--- src/rtl/dma_arbiter.sv ---
// Round-robin arbiter sharing one DMA engine among NUM_REQ requesters.
// Optional transfer watchdog: define DMA_ARB_TIMEOUT_EN to abort a stalled WAIT with err.
module dma_arbiter #(
    parameter int NUM_REQ = 4,
    parameter int ADDR_W  = 32,
    parameter int TIMEOUT = 1024
) (
    input  logic                      clk,
    input  logic                      rst,
    input  logic [NUM_REQ-1:0]        req,
    input  logic [NUM_REQ*ADDR_W-1:0] req_src,
    input  logic [NUM_REQ*ADDR_W-1:0] req_dst,
    input  logic [NUM_REQ*ADDR_W-1:0] req_amt,
    output logic [NUM_REQ-1:0]        grant,
    output logic [NUM_REQ-1:0]        cmp,
    output logic [NUM_REQ-1:0]        err,
    output logic                      busy,
    output logic                      dma_start,
    output logic [ADDR_W-1:0]         dma_src,
    output logic [ADDR_W-1:0]         dma_dst,
    output logic [ADDR_W-1:0]         dma_amt,
    input  logic                      dma_done
);
    localparam int OW = $clog2(NUM_REQ);

    typedef enum logic [1:0] {IDLE, ISSUE, WAIT, FINISH} state_t;
    typedef struct packed {
        logic [ADDR_W-1:0] src;
        logic [ADDR_W-1:0] dst;
        logic [ADDR_W-1:0] amt;
    } desc_t;

    state_t              state;
    desc_t [NUM_REQ-1:0] desc;
    logic [OW-1:0]       owner;
    logic [OW-1:0]       last_owner;
    logic [OW-1:0]       winner;
    logic                found;
    logic                skip;

    for (genvar i = 0; i < NUM_REQ; i++) begin : g_desc
        assign desc[i].src = req_src[i*ADDR_W +: ADDR_W];
        assign desc[i].dst = req_dst[i*ADDR_W +: ADDR_W];
        assign desc[i].amt = req_amt[i*ADDR_W +: ADDR_W];
    end

    function automatic logic [NUM_REQ-1:0] onehot(input logic [OW-1:0] idx);
        onehot      = '0;
        onehot[idx] = 1'b1;
    endfunction

    // Search starts just past the previous owner, so the owner itself is checked last.
    always_comb begin
        int idx;
        winner = last_owner;
        found  = 1'b0;
        idx    = 0;
        for (int k = 1; k <= NUM_REQ; k++) begin
            idx = int'(last_owner) + k;
            if (idx >= NUM_REQ) idx = idx - NUM_REQ;
            if (!found && req[OW'(idx)]) begin
                found  = 1'b1;
                winner = OW'(idx);
            end
        end
    end

`ifdef DMA_ARB_TIMEOUT_EN
    localparam int CW = $clog2(TIMEOUT + 1);
    logic [CW-1:0]      cnt;
    logic [NUM_REQ-1:0] err_r;
    assign err = err_r;
`else
    assign err = '0;
`endif

    always_ff @(posedge clk or posedge rst) begin
        if (rst) begin
            state      <= IDLE;
            owner      <= '0;
            last_owner <= OW'(NUM_REQ - 1);
            skip       <= 1'b0;
            grant      <= '0;
            cmp        <= '0;
            busy       <= 1'b0;
            dma_start  <= 1'b0;
            dma_src    <= '0;
            dma_dst    <= '0;
            dma_amt    <= '0;
`ifdef DMA_ARB_TIMEOUT_EN
            err_r      <= '0;
            cnt        <= '0;
`endif
        end else begin
            grant     <= '0;
            cmp       <= '0;
            dma_start <= 1'b0;
`ifdef DMA_ARB_TIMEOUT_EN
            err_r     <= '0;
`endif
            case (state)
                IDLE: begin
                    if (found) begin
                        owner   <= winner;
                        grant   <= onehot(winner);
                        dma_src <= desc[winner].src;
                        dma_dst <= desc[winner].dst;
                        dma_amt <= desc[winner].amt;
                        busy    <= 1'b1;
                        state   <= ISSUE;
                    end
                end
                ISSUE: begin
                    // Zero-length transfers never touch the engine.
                    if (dma_amt == '0) begin
                        skip  <= 1'b1;
                        state <= FINISH;
                    end else begin
                        skip      <= 1'b0;
                        dma_start <= 1'b1;
                        state     <= WAIT;
`ifdef DMA_ARB_TIMEOUT_EN
                        cnt       <= '0;
`endif
                    end
                end
                WAIT: begin
                    if (dma_done) begin
                        cmp   <= onehot(owner);
                        state <= FINISH;
                    end
`ifdef DMA_ARB_TIMEOUT_EN
                    else if (cnt == CW'(TIMEOUT - 1)) begin
                        err_r <= onehot(owner);
                        state <= FINISH;
                    end else begin
                        cnt <= cnt + CW'(1);
                    end
`endif
                end
                FINISH: begin
                    // Engine completions already reported on entry; only the skipped path reports here.
                    if (skip) cmp <= onehot(owner);
                    last_owner <= owner;
                    busy       <= 1'b0;
                    state      <= IDLE;
                end
                default: state <= IDLE;
            endcase
        end
    end
endmodule

--- config.mk ---
export PLATFORM = sky130hd
export DESIGN_NAME = dma_arbiter
export DESIGN_NICKNAME = d
export VERILOG_FILES = /design/src/rtl/dma_arbiter.sv
export SDC_FILE = /design/constraint.sdc
export NUM_CORES = 1
export LEC_CHECK = 0
export ABC_CLOCK_PERIOD_IN_PS = 7700
export CAP_MARGIN = 20
export CORE_AREA = 3 3 193 195
export DETAILED_ROUTE_END_ITERATION = 16
export DIE_AREA = 0 0 196 198
export GPL_ROUTABILITY_DRIVEN = 0
export PLACE_DENSITY = 0.51
export SLEW_MARGIN = 10
export SYNTH_ARGS = -nofsm -noshare
export SYNTH_HDL_FRONTEND = slang
export SYNTH_SLANG_ARGS = --single-unit
--- constraint.sdc ---
create_clock -name clk -period 7.7 [get_ports clk]
set_clock_uncertainty 0.1 [all_clocks]
set_input_delay 1.155 -clock clk [delete_from_list [all_inputs] [get_ports clk]]
set_output_delay 1.155 -clock clk [all_outputs]
set_load 0.1 [all_outputs]
==> out/results.ini, run 1 <==
[clocking]
cts.repair.resized=0
clock_sinks=113
cts-root-buf=clkbuf_16
cts_buffers=17
postCtsSetupBuffers=0
cts_tree=built
cts_htree_levels=4
cts_hold_buf=0
cts.clk_slew.worst_paths_ns=0.06
clock_latency_ns=0.42
clockBufferDepth=2

[worst_setup_path]
crit_chain=clkdlybuf4s50_1 > mux2_4 > nand2_2 > and3_4 > buf_12 > mux2i_1 > o221ai_1
critPathTopFamily=buffers and inverters
worstReg2RegEnd=dma_amt[25]
slowest_stage=and3_4
startpoint_type=input pin
worst-setup-path-type=input pin to register
required_ns=7.85
critPathCaptureType=register
crit_arrival_ns=4.14
path_max_fanout=114
slowest_delay_ns=0.76
startpoint=req[3]
ff2ff_setup_slack_ns=4.32
cp_num_cells=7
reg2reg_from=last_owner[1]
critPathBufInv=2
ff2ff_path_depth=6

[power_and_ir_drop]
p_int_w=0.002551
p_switching_w=0.003434
power_frac_clock_pct=13.6
p_per_area_mw_per_mm2=470.2
cellLeakagePower_nw=5.336
p_seq_share_pct=18.0
total_power_w=0.005986
peakVddDrop_v=0.0002538
comb_power_share_pct=68.4
p_sw_share_pct=57.38

[finish]
drive_above_1_share_pct=6.352
nets=1485
synthToLayoutAreaGrowth_pct=80.37
layout_commonest_cell=clkdlybuf4s50_1
final_cell_count_no_fill=1564
final_cell_mix=clkdlybuf4s50_1, mux2i_1, dfrtp_1, nand2_1, o221ai_1

[placement]
hpwl_um=23900
place_inst=1531
port_buffers=496

[floorplanning]
die_x_um=196
fp.coreArea_mm2=0.03557
fp-row-count=69
die_y_um=198
initial_core_util_pct=19.84
ios=501
die-area_mm2=0.03881

[logic_synthesis]
syn_area_mm2=0.007057
ys_types=36
synth_edf_count=0
yosysWarnings=0
synth_ff_type=dfrtp_1
synth-seq-area-share_pct=40.11
ys_ff_latch=113
netlist_instances=624
synth_top_area_share_pct=39.36
synth_area_leaders=dfrtp_1, mux2i_1, o221ai_1, nand2_1, o221ai_2
async_reset_ff_share_pct=100.0
avgSynthCellArea_um2=11.31
yosys.area.top_type=dfrtp_1

[hold_path]
worstHoldPathType=register to register
hold_start=dma_dst[20]
min_to=dma_dst[20]
min_delay_path_depth=2

[route]
routed_wl_um=31480
drt-pass1-iter-count=4
wl_per_cell_um=20.13
drcViolationCount=0
via_count=6858
viasPerCell=4.385
drtAntennaViolNets=0
drtIter0Drc=184

[job]
drv_cap=0

[timing]
rsz0062_at_grt=no
finalHoldViolations=0
period_share_pct=51.87
worstMarginPinSlew_ns=1.044
slew_viol_final=0
setup_tns_ns=0
finalSetupViolations=0
fmax_ghz=0.2504
maxSlewHeadroom_pct=30.18
period_needed_ns=3.994

[global_routing]
grt_max_degree=115
grtUsageTotal_pct=15.49
antenna_found_initial=1
grt_pass1_vias=7210
overflow=0
grt_pass1_wl_um=45860

[outcome]
status=complete, no violations

[worst max path at each step]
stage,endpoint,slack [ns]
2_1_floorplan,busy,3.46
3_5_place_dp,dma_amt[25],3.30
6_report,dma_amt[25],3.71
4_1_cts,dma_amt[25],3.75
3_3_place_gp,dma_amt[25],3.34
5_1_grt,dma_amt[25],3.50
[worst reg2reg max path, stage by stage, from the launching register on]
cell      delay, ns
dfstp_2        0.61
mux2_4         0.32
nand2_2        0.07
and3_4         0.76
buf_12         0.66
mux2i_1        0.52
o221ai_1       0.17
[through the flow]
| stage | cell area [µm²] | hold slack [ns] | setup WS, ns | util (%) |
|---|---|---|---|---|
| detailed placement | 12140 | 0.3720 | 3.300 | 34.13 |
| floorplan | 7068 | 0.3743 | 3.461 | - |
| global placement | 12140 | 0.3683 | 3.336 | 34.13 |
| CTS | 12730 | 0.3878 | 3.755 | 35.78 |
| finish | 12730 | 0.3849 | 3.706 | 35.79 |
| global route | 12730 | 0.4065 | 3.505 | 35.78 |
[sequential cells by signal, indices dropped and copies added, names as in the netlist]
signal and flops:
busy 1, dma_dst 32, grant 4, state 2, last_owner 2, cmp 4
owner 2, dma_src 32, dma_amt 32, skip 1, dma_start 1
[cell type report]
class	instances	area [µm²]
fillers	3623	22840
clock buffers	17	425.4
flip-flops and latches	113	2830
multi-input cells	450	3689
inverters	5	21.27
repair buffers	502	5022
diodes	1	2.502
clock inverters	15	161.4
well taps	461	576.8
[power groups by stage]
| stage | combinational (W) | clock [W] | sequential, W |
|---|---|---|---|
| 2_1_floorplan | 0.00139 | 0 | 0.00288 |
| 3_3_place_gp | 0.00414 | 0 | 0.00108 |
| 3_5_place_dp | 0.00415 | 0 | 0.00108 |
| 4_1_cts | 0.00415 | 0.000842 | 0.00108 |
| 5_1_grt | 0.00430 | 0.000868 | 0.00112 |
| 6_report | 0.00409 | 0.000814 | 0.00108 |
[routing by layer]
| layer | track usage, % | up-vias | routed length, µm |
|---|---|---|---|
| met2 | 27.49 | 292 | 15860 |
| li1 | - | 3311 | - |
| met4 | 2.878 | 0 | 224 |
| met3 | 5.020 | 10 | 2572 |
| met1 | 18.52 | 3245 | 12820 |
| met5 | 0 | - | 0 |
[cell usage after synthesis, drive strengths merged (3+ instances only)]
| cell | instances |
|---|---|
| mux2i | 192 |
| dfrtp | 111 |
| nand2 | 105 |
| o221ai | 96 |
| buf | 32 |
| clkbuf | 23 |
| nor4 | 9 |
| nor2 | 7 |
| a21oi | 5 |
| ha | 5 |
| inv | 5 |
| bufbuf | 4 |
| mux2 | 4 |
| nand2b | 4 |
| o21ai | 3 |
[cells by family after synthesis]
kind of cell / synth area share, %
AO/OA/AOI/OAI: 14.56
buffers and inverters: 8.174
other: 0.05314
AND/OR/NAND/NOR: 8.298
flip-flops: 40.11
multiplexers: 27.93
adder cells (fa/ha/maj): 0.8865
Power figures use the tool's default switching activity.
==> inputs of run 2 (changes only) <==
Settings changed: ABC_CLOCK_PERIOD_IN_PS 7700 to 4000.
Clock period 7.7 ns to 4 ns, I/O delays scaled along.
==> run 2 against run 1 <==
Register-to-register slack got worse by 2.9 ns; die area unchanged; total power increased by 96%; wire length increased by 1.7%; non-clock buffer count increased by 16; sequential power increased by 93%; largest cell class unchanged.
==> out/results.ini, run 2 (same netlist as run 1, synthesis figures left out) <==
[worst_setup_path]
critPathTopFamily=buffers and inverters  ; unchanged
slowest_delay_ns=1.21  ; was 0.76 ns
path_max_fanout=3  ; was 114
crit_arrival_ns=2.09  ; was 4.14 ns
startpoint_type=register  ; was input pin
critPathCaptureType=primary output  ; was register
slowest_stage=clkdlybuf4s50_1  ; was and3_4
crit_chain=clkdlybuf4s50_1  ; was clkdlybuf4s50_1 > mux2_4 > nand2_2 > and3_4 > buf_12 > mux2i_1 > o221ai_1
required_ns=3.30  ; was 7.85 ns
critPathBufInv=1  ; was 2
worst-setup-path-type=register to primary output  ; was input pin to register

[route]
drcViolationCount=0  ; unchanged
drt-pass1-iter-count=4  ; unchanged
via_count=6988  ; was 6858
routed_wl_um=32000  ; was 31480 µm
drtIter0Drc=208  ; was 184
drtAntennaViolNets=0  ; unchanged
wl_per_cell_um=20.27  ; was 20.13 µm
viasPerCell=4.426  ; was 4.385

[finish]
layout_commonest_cell=clkdlybuf4s50_1  ; unchanged
seq_area_mm2=0.002830  ; unchanged
antenna_cells=0  ; was 1
finish.utilization_pct=36.40  ; was 35.79%
synthToLayoutAreaGrowth_pct=83.47  ; was 80.37%
drive_above_1_share_pct=7.692  ; was 6.352%
final_cell_mix=clkdlybuf4s50_1, mux2i_1, dfrtp_1, nand2_1, o221ai_1  ; unchanged
nFillCells=3583  ; was 3623
multi_input_area_mm2=0.003689  ; unchanged
final_cell_count_no_fill=1579  ; was 1564
nets=1501  ; was 1485
reg_top3=dma_amt: 32 flops, dma_dst: 32 flops, dma_src: 32 flops  ; unchanged

[floorplanning]
ios=501  ; unchanged
initial_core_util_pct=19.84  ; unchanged
fp-row-count=69  ; unchanged
die_x_um=196  ; unchanged
die_y_um=198  ; unchanged
die-area_mm2=0.03881  ; unchanged
fp.coreArea_mm2=0.03557  ; unchanged

[timing]
finalHoldViolations=0  ; unchanged
rsz0062_at_grt=no  ; unchanged
slew_viol_final=0  ; unchanged
fin_hold_ws_ns=0.3864  ; was 0.3849 ns
worstMarginPinSlew_ns=1.046  ; was 1.044 ns
worst_slack_ns=1.209  ; was 3.706 ns
maxSlewHeadroom_pct=30.06  ; was 30.18%
fmax_ghz=0.3583
setup_tns_ns=0  ; unchanged
finalSetupViolations=0  ; unchanged
period_needed_ns=2.791
period_share_pct=69.77

[clocking]
cts-root-buf=clkbuf_16  ; unchanged
cts.clk_slew.worst_paths_ns=0.06  ; about the same
postCtsSetupBuffers=0  ; unchanged
cts_hold_buf=0  ; unchanged
cts_htree_levels=4  ; unchanged
clock_sinks=113  ; unchanged
clockBufferDepth=2  ; unchanged
cts_buffers=17  ; unchanged
cts_tree=built  ; unchanged
cts.repair.resized=0  ; unchanged
clock_latency_ns=0.42  ; about the same

[power_and_ir_drop]
power_frac_clock_pct=13.4  ; was 13.6%
p_switching_w=0.006637  ; was 0.003434 W
cellLeakagePower_nw=5.452  ; was 5.336 nW
p_seq_share_pct=17.8  ; was 18.0%
p_per_area_mw_per_mm2=905.4  ; was 470.2 mW/mm²
p_sw_share_pct=56.62  ; was 57.38%
comb_power_share_pct=68.8  ; was 68.4%
p_int_w=0.005085  ; was 0.002551 W
peakVddDrop_v=0.0004588  ; was 0.0002538 V

[global_routing]
overflow=0  ; unchanged
grtUsageTotal_pct=15.76  ; was 15.49%
antenna_found_initial=0  ; was 1
grt_pass1_vias=7479  ; was 7210
grt_max_degree=62  ; was 115
grt_pass1_wl_um=46800  ; was 45860 µm

[placement]
port_buffers=496  ; unchanged
hpwl_um=24790  ; was 23900 µm
pre_cts_ws_ns=0.8492  ; was 3.300 ns
place_inst=1547  ; was 1531

[hold_path]
worstHoldPathType=register to register  ; unchanged

[job]
drv_cap=0  ; unchanged

[outcome]
status=complete, no violations  ; unchanged

## run 2: cell count changes in the layout (fill, tap and decap cells not counted)
| cell | before | now |
|---|---|---|
| clkinvlp_4 | 4 | 5 |
| diode_2 | 1 | 0 |
| buf_4 | 5 | 14 |
| clkinv_4 | 5 | 3 |
| inv_6 | 2 | 0 |
| buf_12 | 1 | 8 |
| clkbuf_8 | 0 | 3 |
## run 2: metal layers
layer	GRT usage [%]	up-vias	wire, µm
met5	0	-	0
met4	4.595	0	662
met3	5.020	32	2743
met2	27.29	327	15920
met1	18.78	3301	12680
li1	-	3328	-
## run 2: cell type report
type	count	area share, %
Clock buffer	20	3.605
Clock inverter	12	1.034
Inverter	5	0.1643
Multi-Input combinational cell	450	28.49
Sequential cell	113	21.86
Tap cell	461	4.455
Timing Repair Buffer	518	40.39
## run 2: metrics by stage
step                cell area, µm²  total power, W
floorplan                     7068        0.008217
global route                 12950         0.01230
global placement             12350         0.01024
CTS                          12950         0.01191
detailed placement           12350         0.01027
finish                       12950         0.01172
## run 2: power by group through the flow
stage                     clock [W]  combinational [W]  sequential, W
after global placement            0            0.00816        0.00208
after floorplan                   0            0.00268        0.00554
final                       0.00158            0.00806        0.00208
after CTS                   0.00164            0.00819        0.00209
after global routing        0.00168            0.00847        0.00215
after detailed placement          0            0.00818        0.00209
## run 2: worst paths after layout
kind / start / end / slack [ns] / cells past startpoint
worst min register to register: dma_src[1] / dma_src[1] / 0.39 / 2
worst min-delay path: dma_src[1] / dma_src[1] / 0.39 / 2
worst max-delay path: dma_amt[31] / dma_amt[31] / 1.21 / 1
min in group asynchronous: rst / dma_dst[9] / 0.44 / 2
worst max register to register: last_owner[1] / dma_amt[31] / 1.39 / 6
max in group asynchronous: rst / dma_dst[29] / 2.61 / 3
==> inputs of run 3 (changes only) <==
Settings changed: ABC_CLOCK_PERIOD_IN_PS 4000 to 2350, PLACE_DENSITY 0.51 to 0.53.
Clock period 4 ns to 2.35 ns, I/O delays scaled along.
==> run 3 against run 2 <==
Critical path depth is 6 higher; global-route usage hardly changed; clock-buffer cell count is 1 lower; register-to-register slack worse by 1.3 ns; sequential share of layout area is 0.21 points lower; worst hold slack worse by 0.089 ns; combinational power is 74% higher; cell count is 2.5% higher; flip-flop and latch count stayed put; clock power is 72% higher; total power is 73% higher; sequential power is 71% higher; critical endpoint is now dma_src[1].
==> out/results.ini, run 3 (same netlist as run 1, synthesis figures left out) <==
[clocking]
clock_sinks=113  ; unchanged
postCtsSetupBuffers=0  ; unchanged
clockBufferDepth=2  ; unchanged
cts_buffers=17  ; unchanged
cts_hold_buf=0  ; unchanged
cts-root-buf=clkbuf_16  ; unchanged
cts_htree_levels=4  ; unchanged
cts.clk_slew.worst_paths_ns=0.06  ; about the same
cts.repair.resized=0  ; unchanged
clock_latency_ns=0.43  ; was 0.42 ns
cts_tree=built  ; unchanged

[power_and_ir_drop]
p_sw_share_pct=56.57  ; was 56.62%
peakVddDrop_v=0.001113  ; was 0.0004588 V
comb_power_share_pct=69.0  ; was 68.8%
cellLeakagePower_nw=5.824  ; was 5.452 nW
p_int_w=0.008795  ; was 0.005085 W
p_seq_share_pct=17.6  ; was 17.8%
total_power_w=0.02025  ; was 0.01172 W
p_per_area_mw_per_mm2=1549  ; was 905.4 mW/mm²
p_switching_w=0.01146  ; was 0.006637 W
power_frac_clock_pct=13.4  ; about the same

[finish]
synthToLayoutAreaGrowth_pct=85.27  ; was 83.47%
reg_top3=dma_amt: 32 flops, dma_dst: 32 flops, dma_src: 32 flops  ; unchanged
nFillCells=3608  ; was 3583
final_cell_area_mm2=0.01307  ; was 0.01295 mm²
nets=1541  ; was 1501
drive_above_1_share_pct=20.03  ; was 7.692%
final_cell_mix=clkdlybuf4s50_1, mux2i_1, buf_4, dfrtp_1, nand2_1  ; was clkdlybuf4s50_1, mux2i_1, dfrtp_1, nand2_1, o221ai_1
antenna_cells=0  ; unchanged
layout_commonest_cell=clkdlybuf4s50_1  ; unchanged
finish.utilization_pct=36.76  ; was 36.40%

[global_routing]
grt_pass1_vias=7707  ; was 7479
grtUsageTotal_pct=15.75  ; was 15.76%
overflow=0  ; unchanged
grt_max_degree=59  ; was 62
grt_pass1_wl_um=46880  ; was 46800 µm
antenna_found_initial=1  ; was 0

[timing]
setup_tns_ns=0  ; unchanged
period_needed_ns=2.269
finalHoldViolations=0  ; unchanged
finalSetupViolations=0  ; unchanged
slew_viol_final=0  ; unchanged
maxSlewHeadroom_pct=65.02  ; was 30.06%
rsz0062_at_grt=no  ; unchanged
fmax_ghz=0.4407
worstMarginPinSlew_ns=0.5199  ; was 1.046 ns
period_share_pct=96.55

[route]
drcViolationCount=0  ; unchanged
drtIter0Drc=266  ; was 208
routed_wl_um=31990  ; was 32000 µm
drtAntennaViolNets=0  ; unchanged
drt-pass1-iter-count=4  ; unchanged
wl_per_cell_um=19.76  ; was 20.27 µm
via_count=7197  ; was 6988
viasPerCell=4.445  ; was 4.426

[worst_setup_path]
slowest_delay_ns=0.54  ; was 1.21 ns
startpoint_type=register  ; unchanged
worst-setup-path-type=register to register  ; was register to primary output
required_ns=2.55  ; was 3.30 ns
crit_chain=mux2_4 > nand2_2 > and3_4 > buf_12 > buf_12 > mux2i_1 > o221ai_1  ; was clkdlybuf4s50_1
crit_arrival_ns=2.47  ; was 2.09 ns
critPathCaptureType=register  ; was primary output
slowest_stage=dfstp_2  ; was clkdlybuf4s50_1
critPathTopFamily=multiplexers  ; was buffers and inverters
critPathBufInv=2  ; was 1
cpMostUsedCell=buf_12
path_max_fanout=25  ; was 3

[floorplanning]
initial_core_util_pct=19.84  ; unchanged
die_x_um=196  ; unchanged
die_y_um=198  ; unchanged
fp-row-count=69  ; unchanged
fp.coreArea_mm2=0.03557  ; unchanged
ios=501  ; unchanged
die-area_mm2=0.03881  ; unchanged

[outcome]
status=complete, no violations  ; unchanged

[hold_path]
worstHoldPathType=input pin to async pin  ; was register to register

[placement]
dpl-instance-area_mm2=0.01247  ; was 0.01235 mm²
port_buffers=496  ; unchanged
hpwl_um=25490  ; was 24790 µm

[job]
drv_cap=0  ; unchanged

run 3: cell count changes in the layout (fill, tap and decap cells not counted), sizes merged:
| cell | change |
|---|---|
| buf | +146 |
| clkdlybuf4s50 | -106 |
| inv | +4 |
| clkinvlp | -2 |
| clkbuf | -1 |
| clkinv | -1 |
run 3: path summary, 6_finish.rpt:
kind,end,from,cells past startpoint,slack (ns)
setup / recovery,dma_src[1],last_owner[1],7,0.08
hold / removal,dma_amt[26],rst,3,0.30
setup reg to reg,dma_src[1],last_owner[1],7,0.08
hold reg to reg,dma_dst[31],dma_dst[31],2,0.39
max in group asynchronous,last_owner[1],rst,3,1.50
min in group clk,dma_dst[31],dma_dst[31],2,0.39
run 3: worst register-to-register path, delay by kind of cell, from the launching register on:
family	cells	cell delay (ns)
DFF	1	0.54
and+or+nand+nor	2	0.28
muxes	2	0.66
buffers and inverters	2	0.42
AOI/OAI and AO/OA	1	0.15
run 3: power by group through the flow:
| stage | Sequential, W | Combinational (W) | Clock (W) |
|---|---|---|---|
| after global routing | 0.00367 | 0.0147 | 0.00292 |
| after detailed placement | 0.00356 | 0.0141 | 0 |
| after floorplan | 0.00943 | 0.00456 | 0 |
| after global placement | 0.00356 | 0.0141 | 0 |
| after CTS | 0.00356 | 0.0141 | 0.00282 |
| final | 0.00356 | 0.0140 | 0.00272 |
run 3: cell type report:
type | instances | area (µm²) | area share, %
clock buffers | 19 | 452.9 | 3.464
clock inverters | 13 | 150.1 | 1.148
inverters | 5 | 22.52 | 0.1723
multi-input cells | 450 | 3689 | 28.21
flip-flops and latches | 113 | 2830 | 21.65
well taps | 461 | 576.8 | 4.412
repair buffers | 558 | 5353 | 40.94
run 3: layer usage:
metal / GRT usage [%] / wire, µm / vias to the layer above / share of wire (%)
li1: - / - / 3418 / -
met1: 18.71 / 12840 / 3423 / 40
met2: 27.47 / 16140 / 327 / 50
met3: 5.122 / 2557 / 27 / 8.0
met4: 4.172 / 444 / 2 / 1.4
met5: 0 / 8 / - / 0.025
run 3: stage by stage:
stage / hold slack [ns] / cells / setup WS, ns
global placement: 0.3708 / 1587 / -0.1189
finish: 0.2971 / 1619 / 0.08107
global route: 0.3131 / 1619 / 0.01980
detailed placement: 0.3753 / 1587 / -0.1340
CTS: 0.3200 / 1619 / 0.08933
floorplan: 0.3743 / 627 / 0.2454
